<file path="src/rtl/cpu_types_pkg.sv">
// Shared datapath types for the pipelined CPU: machine word and BTB entry layout.
// The BTB counter width is fixed here and must match the BTB's CTR_W parameter.
package cpu_types_pkg;

    typedef logic [31:0] word_t;

    localparam int BTB_CTR_W = 2;
    localparam logic [BTB_CTR_W-1:0] BTB_CTR_RESET = 2'b01;  // weak not-taken
    localparam logic [BTB_CTR_W-1:0] BTB_CTR_ALLOC = 2'b10;  // weak taken

    // Tag is stored zero-extended to the widest possible tag (ENTRIES = 1).
    typedef struct packed {
        logic                 valid;
        logic [29:0]          tag;
        word_t                target;
        logic [BTB_CTR_W-1:0] ctr;
    } btb_entry_t;

endpackage

</file>
<file path="src/rtl/sat_counter.sv">
// Saturating up/down counter step: next = cur +1 / -1, clamped at all-ones / zero.
module sat_counter #(
    parameter int CTR_W = 2
) (
    input  logic [CTR_W-1:0] cur,
    input  logic             inc,
    input  logic             dec,
    output logic [CTR_W-1:0] next
);

    // NOTE: every always_comb output gets a default first so no path can infer a latch.
    always_comb begin
        next = cur;
        if (inc && (cur != {CTR_W{1'b1}})) begin
            next = cur + 1'b1;
        end else if (dec && (cur != '0)) begin
            next = cur - 1'b1;
        end
    end

endmodule

</file>
<file path="src/rtl/branch_target_buffer.sv">
// Direct-mapped BTB with 2-bit saturating prediction, combinational lookup and EX-stage update.
// Optional `define BTB_STATS_EN adds saturating resolved-branch and misprediction counters.
module branch_target_buffer
    import cpu_types_pkg::*;
#(
    parameter int ENTRIES = 16,
    parameter int CTR_W   = BTB_CTR_W
) (
    input  logic        CLK,
    input  logic        RST,
    input  logic [31:0] fetch_pc,
    output logic        pred_hit,
    output logic        pred_taken,
    output logic [31:0] pred_target,
    input  logic        upd_valid,
    input  logic [31:0] upd_pc,
    input  logic        upd_taken,
    input  logic [31:0] upd_target,
    input  logic        ex_pred_taken,
    input  logic [31:0] ex_pred_target,
    output logic        mispredict,
    output logic [31:0] redirect_pc
`ifdef BTB_STATS_EN
    ,
    output logic [31:0] stat_lookups,
    output logic [31:0] stat_mispred
`endif
);

    localparam int IDX_W = $clog2(ENTRIES);
    localparam int TAG_W = 30 - IDX_W;

    function automatic logic [29:0] tag_of(input word_t pc);
        tag_of = '0;
        tag_of[TAG_W-1:0] = pc[31:IDX_W+2];
    endfunction

    btb_entry_t table_q [ENTRIES];

    logic [IDX_W-1:0] fetch_idx;
    logic [IDX_W-1:0] upd_idx;
    logic [29:0]      upd_tag;
    btb_entry_t       fetch_entry;
    btb_entry_t       upd_entry;
    logic             upd_hit;
    logic [CTR_W-1:0] ctr_next;
    word_t            upd_fallthrough;
    word_t            predicted_next;

    // Lookup reads the registered table only, so a same-cycle update is seen one cycle later.
    assign fetch_idx   = fetch_pc[IDX_W+1:2];
    assign fetch_entry = table_q[fetch_idx];
    assign pred_hit    = fetch_entry.valid && (fetch_entry.tag == tag_of(fetch_pc));
    assign pred_taken  = pred_hit && fetch_entry.ctr[CTR_W-1];
    assign pred_target = pred_taken ? fetch_entry.target : fetch_pc + 32'd4;

    assign upd_idx   = upd_pc[IDX_W+1:2];
    assign upd_tag   = tag_of(upd_pc);
    assign upd_entry = table_q[upd_idx];
    assign upd_hit   = upd_entry.valid && (upd_entry.tag == upd_tag);

    assign upd_fallthrough = upd_pc + 32'd4;
    assign redirect_pc     = upd_taken ? upd_target : upd_fallthrough;
    assign predicted_next  = ex_pred_taken ? ex_pred_target : upd_fallthrough;
    assign mispredict      = upd_valid && (redirect_pc != predicted_next);

    sat_counter #(.CTR_W(CTR_W)) u_sat_counter (
        .cur  (upd_entry.ctr),
        .inc  (upd_taken),
        .dec  (!upd_taken),
        .next (ctr_next)
    );

    // NOTE: the table is small flop storage, so clearing it on reset is intended; a RAM could not do this.
    // NOTE: sequential state is written only with non-blocking assignments.
    always_ff @(posedge CLK or posedge RST) begin
        if (RST) begin
            for (int i = 0; i < ENTRIES; i++) begin
                table_q[i] <= '{valid: 1'b0, tag: '0, target: '0, ctr: BTB_CTR_RESET};
            end
        end else if (upd_valid) begin
            if (upd_hit) begin
                table_q[upd_idx].ctr <= ctr_next;
                if (upd_taken) begin
                    table_q[upd_idx].target <= upd_target;
                end
            end else if (upd_taken) begin
                // Not-taken misses never allocate; taken misses evict whatever aliases here.
                table_q[upd_idx] <= '{valid: 1'b1, tag: upd_tag, target: upd_target,
                                      ctr: BTB_CTR_ALLOC};
            end
        end
    end

`ifdef BTB_STATS_EN
    always_ff @(posedge CLK or posedge RST) begin
        if (RST) begin
            stat_lookups <= '0;
            stat_mispred <= '0;
        end else begin
            if (upd_valid && (stat_lookups != 32'hFFFF_FFFF)) begin
                stat_lookups <= stat_lookups + 32'd1;
            end
            if (mispredict && (stat_mispred != 32'hFFFF_FFFF)) begin
                stat_mispred <= stat_mispred + 32'd1;
            end
        end
    end
`endif

endmodule

</file>
<file path="config.mk">
export PLATFORM = sky130hd
export DESIGN_NAME = branch_target_buffer
export DESIGN_NICKNAME = d
export VERILOG_FILES = /design/src/rtl/cpu_types_pkg.sv /design/src/rtl/sat_counter.sv /design/src/rtl/branch_target_buffer.sv
export SDC_FILE = /design/constraint.sdc
export NUM_CORES = 2
export LEC_CHECK = 0
export BUFFER_PORTS_ARGS = -buffer_cell sky130_fd_sc_hd__buf_2
export CORE_UTILIZATION = 40
export CTS_CLUSTER_DIAMETER = 30
export DETAILED_ROUTE_END_ITERATION = 6
export GPL_ROUTABILITY_DRIVEN = 1
export HOLD_SLACK_MARGIN = 0.02
export PLACE_DENSITY = 0.57
export SETUP_SLACK_MARGIN = 0.4
export SLEW_MARGIN = 40
export SYNTH_ARGS = -nofsm -noshare
export SYNTH_HDL_FRONTEND = slang
export SYNTH_HIERARCHICAL = 1
export SYNTH_SLANG_ARGS = --single-unit
</file>
<file path="constraint.sdc">
create_clock -name CLK -period 39.9 [get_ports CLK]
set_clock_uncertainty 0.05 [all_clocks]
set_input_delay 1.995 -clock CLK [delete_from_list [all_inputs] [get_ports CLK]]
set_output_delay 1.995 -clock CLK [all_outputs]
set_load 0.03 [all_outputs]
</file>
### Yosys cells after proc, flatten, opt, wreduce, memory -nomap -nowiden

Index checks and enable logic that the tools add are counted.

* output and inout port bits: 67
* memory bits (writable): 0
* bits in latches: 0
* bits in read-only memories: 0
* register bits after elaboration: 1040
* bits of input ports: 133
* memories kept: 0

* multiplexer cells: 23
* $mul: 0
* divide/modulo/power cells: 0
* shifts and indexed selects: 0
* reductions and logical operators: 11
* bitwise operators: 2
* add/sub/neg operators: 4
* $lt $le $gt $ge: 3
* eq/ne operators: 4

Operator list (number)
* $bwmux W1040: 3
* $mux W1040: 3
* $demux W65 S4: 3
* $bmux W65 S4: 2
* $mux W65: 5
* $mux W32: 3
* $add A32 B3 Y32 const B: 2
* $eq A30 B26 Y1: 2
* $mux W34: 1
* $ne A32 B32 Y1: 1
* $ge A5 B5 Y1 const B: 2
* $not A4 Y5: 2
* $logic_and A1 B1 Y1: 7
* $mux W2: 3
* $lt A5 B1 Y1 const B: 1
* $reduce_bool A2 Y1: 2
* $add A2 B1 Y2 const B: 1
* $ne A2 B2 Y1 const B: 1
* $reduce_and A2 Y1: 1
* $sub A2 B1 Y2 const B: 1
* $logic_not A1 Y1: 1

### Logic depth before layout (Yosys ltp)

* word-level depth: 12
* depth in mapped cells: 16
* depth with buffers taken out: 11

### Hierarchy

The synthesis kept the hierarchy.

Modules (own cells, without submodules)
* branch_target_buffer: area an instance 52910.7 sq um, cells each 3650, sequential area each 24443.4 sq um, instances 1
* sat_counter: area an instance 92.6 sq um, cells each 11, sequential area each 0.0 sq um, instances 1

### Worst setup path after synthesis

OpenSTA, ideal clock, no wires.

* path kind: in2out
* start point: in fetch_pc[3]
* end point: out pred_target[2]
* stages: 10
* arrival time: 5276 ps
* setup slack: 32579 ps
* path buffers: 3
* cell sequence: buf_2 buf_2 mux4_2 mux4_2 xor2_1 nor3_1 nand3_1 nor4b_4 buf_4 mux2i_1

* cells in the longest elaborated chain, start to end: 8

RTL lines
* start, declared: line branch_target_buffer.sv:11 `input logic [31:0] fetch_pc,`
* $not A4 Y5 (not written as such) (*): line branch_target_buffer.sv:52 `assign fetch_entry = table_q[fetch_idx];`
* $bmux W65 S4 (*): line branch_target_buffer.sv:52
* $mux W65 (not written as such) (*) (2 in a row): line branch_target_buffer.sv:52
* $eq A30 B26 Y1: line branch_target_buffer.sv:53 `assign pred_hit = fetch_entry.valid && (fetch_entry.tag == tag_of(fetch_pc));`
* $logic_and A1 B1 Y1: line branch_target_buffer.sv:53
* $logic_and A1 B1 Y1 (*): line branch_target_buffer.sv:54 `assign pred_taken = pred_hit && fetch_entry.ctr[CTR_W-1];`
* via pred_taken: line branch_target_buffer.sv:13 `output logic pred_taken,`
* $mux W32 (*): line branch_target_buffer.sv:55 `assign pred_target = pred_taken ? fetch_entry.target : fetch_pc + 32'd4;`
* end, declared: line branch_target_buffer.sv:14 `output logic [31:0] pred_target,`

The timed path passes the listed nets; every way through them passes the cells marked *. The select of a mux whose other input is x is not followed.

### Final worst setup path

* start point: in upd_pc[5]
* end point: out mispredict

* cells in the longest elaborated chain, start to end: 4
* elaborated cells between the ends (all ways): 5
* classes of those cells: 1 x add/sub; 1 x eq/ne; 2 x mux; 1 x reduce/logical

RTL lines
* start, declared: line branch_target_buffer.sv:16 `input logic [31:0] upd_pc,`
* $add A32 B3 Y32 (*): line branch_target_buffer.sv:62 `assign upd_fallthrough = upd_pc + 32'd4;`
* $mux W32, on equally long branches: line branch_target_buffer.sv:63, branch_target_buffer.sv:64
* $ne A32 B32 Y1 (*): line branch_target_buffer.sv:65 `assign mispredict = upd_valid && (redirect_pc != predicted_next);`
* $logic_and A1 B1 Y1 (*): line branch_target_buffer.sv:65
* end, declared: line branch_target_buffer.sv:21 `output logic mispredict,`

Every way passes the cells marked *; elsewhere a longest branch is shown, timed or not.

==> results.md <==
* Outcome: completed
* Die area at 134000 um2
* Post-Synth Simple-Gate Area at 4.046%
* Setup crit start kind: input port
* Xor/xnor share of the synthesized area at 3.045%
* Initial antenna violation count at 45
* Vias in the first global route at 35727
* Drt via density at 6.024
* Seq pwr share at 33.4%
* Routed wire length at 177400 um
* Post-synthesis sequential area ratio at 46.12%
* Pwr Density at 61.06 nW/um2
* Final cell count without fillers at 5779
* Placer Congestion at 0.8893
* CP required at 37.85 ns
* Most used cell along the critical path: buf_4
* GRT Total Usage at 26.61%
* Main combinational cell family by area after synthesis: multiplexers
* Crit path cell chain: buf_6, buf_4, buf_4, nand3_2, clkinv_1, nand3_1, o311ai_0, a31oi_1, o32a_1, a2111o_1, nor4_1, a41oi_1, buf_2
* WP data arrival at 7.04 ns
* Clk sink count at 976
* Worst slew pin tran at 0.9194 ns
* Max H-tree Level at 4
* Slowest cell on the critical path: o311ai_0
* Hpwl dp at 109500 um
* CTS Root Cell: clkbuf_16
* F_max at 110.1 MHz
* WL/cell at 30.71 um
* Rows at 133
* Starting Density at 40.32%
* Compound-Gate Fraction of Synth Area at 3.163%
* Switch share at 25.91%
* Critical path's largest stage delay at 0.61 ns
* Final hold slack at 0.4217 ns
* Largest net degree at the start of global routing at 104
* Reg-to-Reg Start: table_q[448]$_DFFE_PP0P_
* Die Width at 366.0 um
* Number of flip-flops in the largest register at 976
* Core box area at 131500 um2
* Antenna-violating nets left at 0
* Area grow syn2layout at 20.40%
* Top reg by flops: table_q
* Final nets at 3943
* Hold Vio Cnt, Final at 0
* Drt drc at 0
* CTS Buf Count at 237
* CTS tree: done
* Drt first-iter violations at 3657
* Max cap viols at 0
* Post-synthesis instance total at 3661
* Final core utilization at 48.54%
* Ports at 200
* Clock-pin slew of the registers on the worst-case setup and hold paths at 0.04 ns
* VDD IR-drop max at 38.18 uV
* Crit path time final at 9.084 ns
* Hold crit path type: flop to flop
* Comb power frac at 14.9%
* Top_reg_cell synth: dfrtp_1
* RSZ-0062 raised after global routing: no
* Synth Area in Adders at 0.1888%
* Worst path top cell family by delay: buffers and inverters
* Port Buf Inserts at 199
* Asr flop ratio synth at 100.0%
* Tcrit/Tclk final at 22.77%
* Hold Buf Count CTS at 0
* Leakage at 27.95 nW
* Die height at 366.0 um
* Worst skew pair latency at 0.84 ns
* Post-Place Cells at 5317
* Layout cells sized above 1 at 48.25%
* Netlist cell types at 87
* Setup TNS at 0 ns
* CP Launch Point: upd_pc[5]
* Synth area leader: dfrtp_1
* Final Power at 3.897 mW
* Syn avg cell area at 14.48 um2
* Worst Setup End Kind: output port
* Final number of setup-violating endpoints at 0
* Synth Warn # at 6
* Critical path class: input port to output port
* Mux share of post-synthesis cell area at 39.66%
* Post-Syn Area at 53000 um2
* Net Sw Power at 1.010 mW
* Buf/Inv on CP at 5
* Post-synth net total at 3802
* Post-synth EDFFs at 0
* Max Transition Viols Final at 0
* Synth Register Bits at 976
* TritonRoute pass-1 iters at 5
* Clock power share at 51.7%
* Synth top area cells: dfrtp_1 (45%), mux4_2 (17%), mux2_2 (15%)
* First-pass GRT wire length at 260700 um
* Post-CTS Resized at 0
* Share of the synthesized area in the top cell type at 45.32%
* P_int at 2.887 mW
* Top Registers: table_q (976)
* CTS max path bufs at 3
* Global route overflow at 0
* Via Count at 34812
* Post-CTS Setup Bufs at 0
* Largest fanout on the critical path at 29
* Slew margin rel. at 37.12%
* Hold path start: table_q[609]$_DFFE_PP0P_
## stage by stage
stage	cell area, um2	worst slack, ns
2_1_floorplan	53000	10.43
3_3_place_gp	55080	31.07
3_5_place_dp	55240	30.99
4_1_cts	63740	30.98
5_1_grt	63780	30.73
6_report	63820	30.82
## layout make-up
| class | count | area [um2] |
|---|---|---|
| multi-input cells | 2277 | 26720 |
| clock buffers | 301 | 6531 |
| diodes | 14 | 35.03 |
| repair buffers | 276 | 1778 |
| inverters | 34 | 142.6 |
| well taps | 1755 | 2196 |
| flip-flops and latches | 976 | 24440 |
| clock inverters | 146 | 1973 |
| fillers | 11470 | 67650 |
## cells by family after synthesis
family | count (synthesis)
AOI/OAI and AO/OA | 223
xor gates and xnor gates | 176
adders and majority gates | 8
buffers and inverters | 408
DFF | 976
muxes | 1463
and+or+nand+nor | 407
## cell usage in the layout (no fill, tap or decap), drive strengths merged, types with 69 or more instances in the layout
master	netlist	routed
xnor2	87	87
clkinv	3	69
clkbuf	212	302
nand2	104	104
dfrtp	960	960
xor2	84	84
buf	162	275
mux2	953	953
mux2i	117	117
mux4	393	393
## tightest hold or removal path: cells and delay by family (launching register included)
| family | cells | cell delay, ns |
|---|---|---|
| AO/OA/AOI/OAI | 1 | 0.06 |
| flip-flops | 1 | 0.33 |
| AND/OR/NAND/NOR | 1 | 0.04 |
## Yosys cell counts, types with 6 or more instances
cell / n
buf_2: 72
mux2_1: 175
nand3_1: 41
buf_1: 36
mux2_2: 707
mux2i_1: 117
buf_8: 10
a21oi_1: 35
o21ai_4: 10
inv_1: 30
ha_1: 8
and2_1: 8
a2111oi_0: 6
nand4_1: 28
buf_4: 16
a211oi_1: 7
mux2_4: 71
nor4_1: 37
nand2_1: 104
or4_1: 12
o31a_1: 6
nor2b_1: 11
dfstp_2: 16
dfrtp_1: 960
o211ai_1: 13
xnor2_1: 87
o21ai_0: 44
nor3_1: 35
a211o_1: 7
mux4_2: 393
clkbuf_1: 212
o21a_1: 15
a31oi_1: 8
buf_6: 28
a22oi_1: 11
nor2_1: 61
and4_1: 7
and3_1: 14
xor2_1: 84
o31ai_1: 7
nand2b_1: 25
## power groups by stage
stage | clock network (mW) | registers (mW) | logic (mW)
2_1_floorplan | 0 | 1.27 | 0.447
3_3_place_gp | 0 | 1.31 | 0.566
3_5_place_dp | 0 | 1.31 | 0.578
4_1_cts | 2.04 | 1.30 | 0.581
5_1_grt | 2.10 | 1.33 | 0.620
6_report | 2.01 | 1.30 | 0.580
## per-layer routing
layer | routed length [um] | vias up | part of all wire [%] | GRT usage, %
li1 | - | 14234 | - | -
met1 | 78460 | 18855 | 44 | 38.44
met2 | 78220 | 1407 | 44 | 38.54
met3 | 16930 | 270 | 9.5 | 8.310
met4 | 3561 | 46 | 2.0 | 7.105
met5 | 275 | - | 0.15 | 0
## path summary, 6_finish.rpt
check / to / cells after the start / slack, ns
max: mispredict / 13 / 30.82
min: table_q[609]$_DFFE_PP0P_ / 2 / 0.42
max reg2reg: table_q[965]$_DFFE_PP0P_ / 10 / 35.22
min reg2reg: table_q[609]$_DFFE_PP0P_ / 2 / 0.42
max in group asynchronous: table_q[439]$_DFFE_PP0P_ / 5 / 36.24
min in group asynchronous: table_q[750]$_DFFE_PP0P_ / 2 / 1.18
No activity file was read; power rests on OpenSTA's default activity.
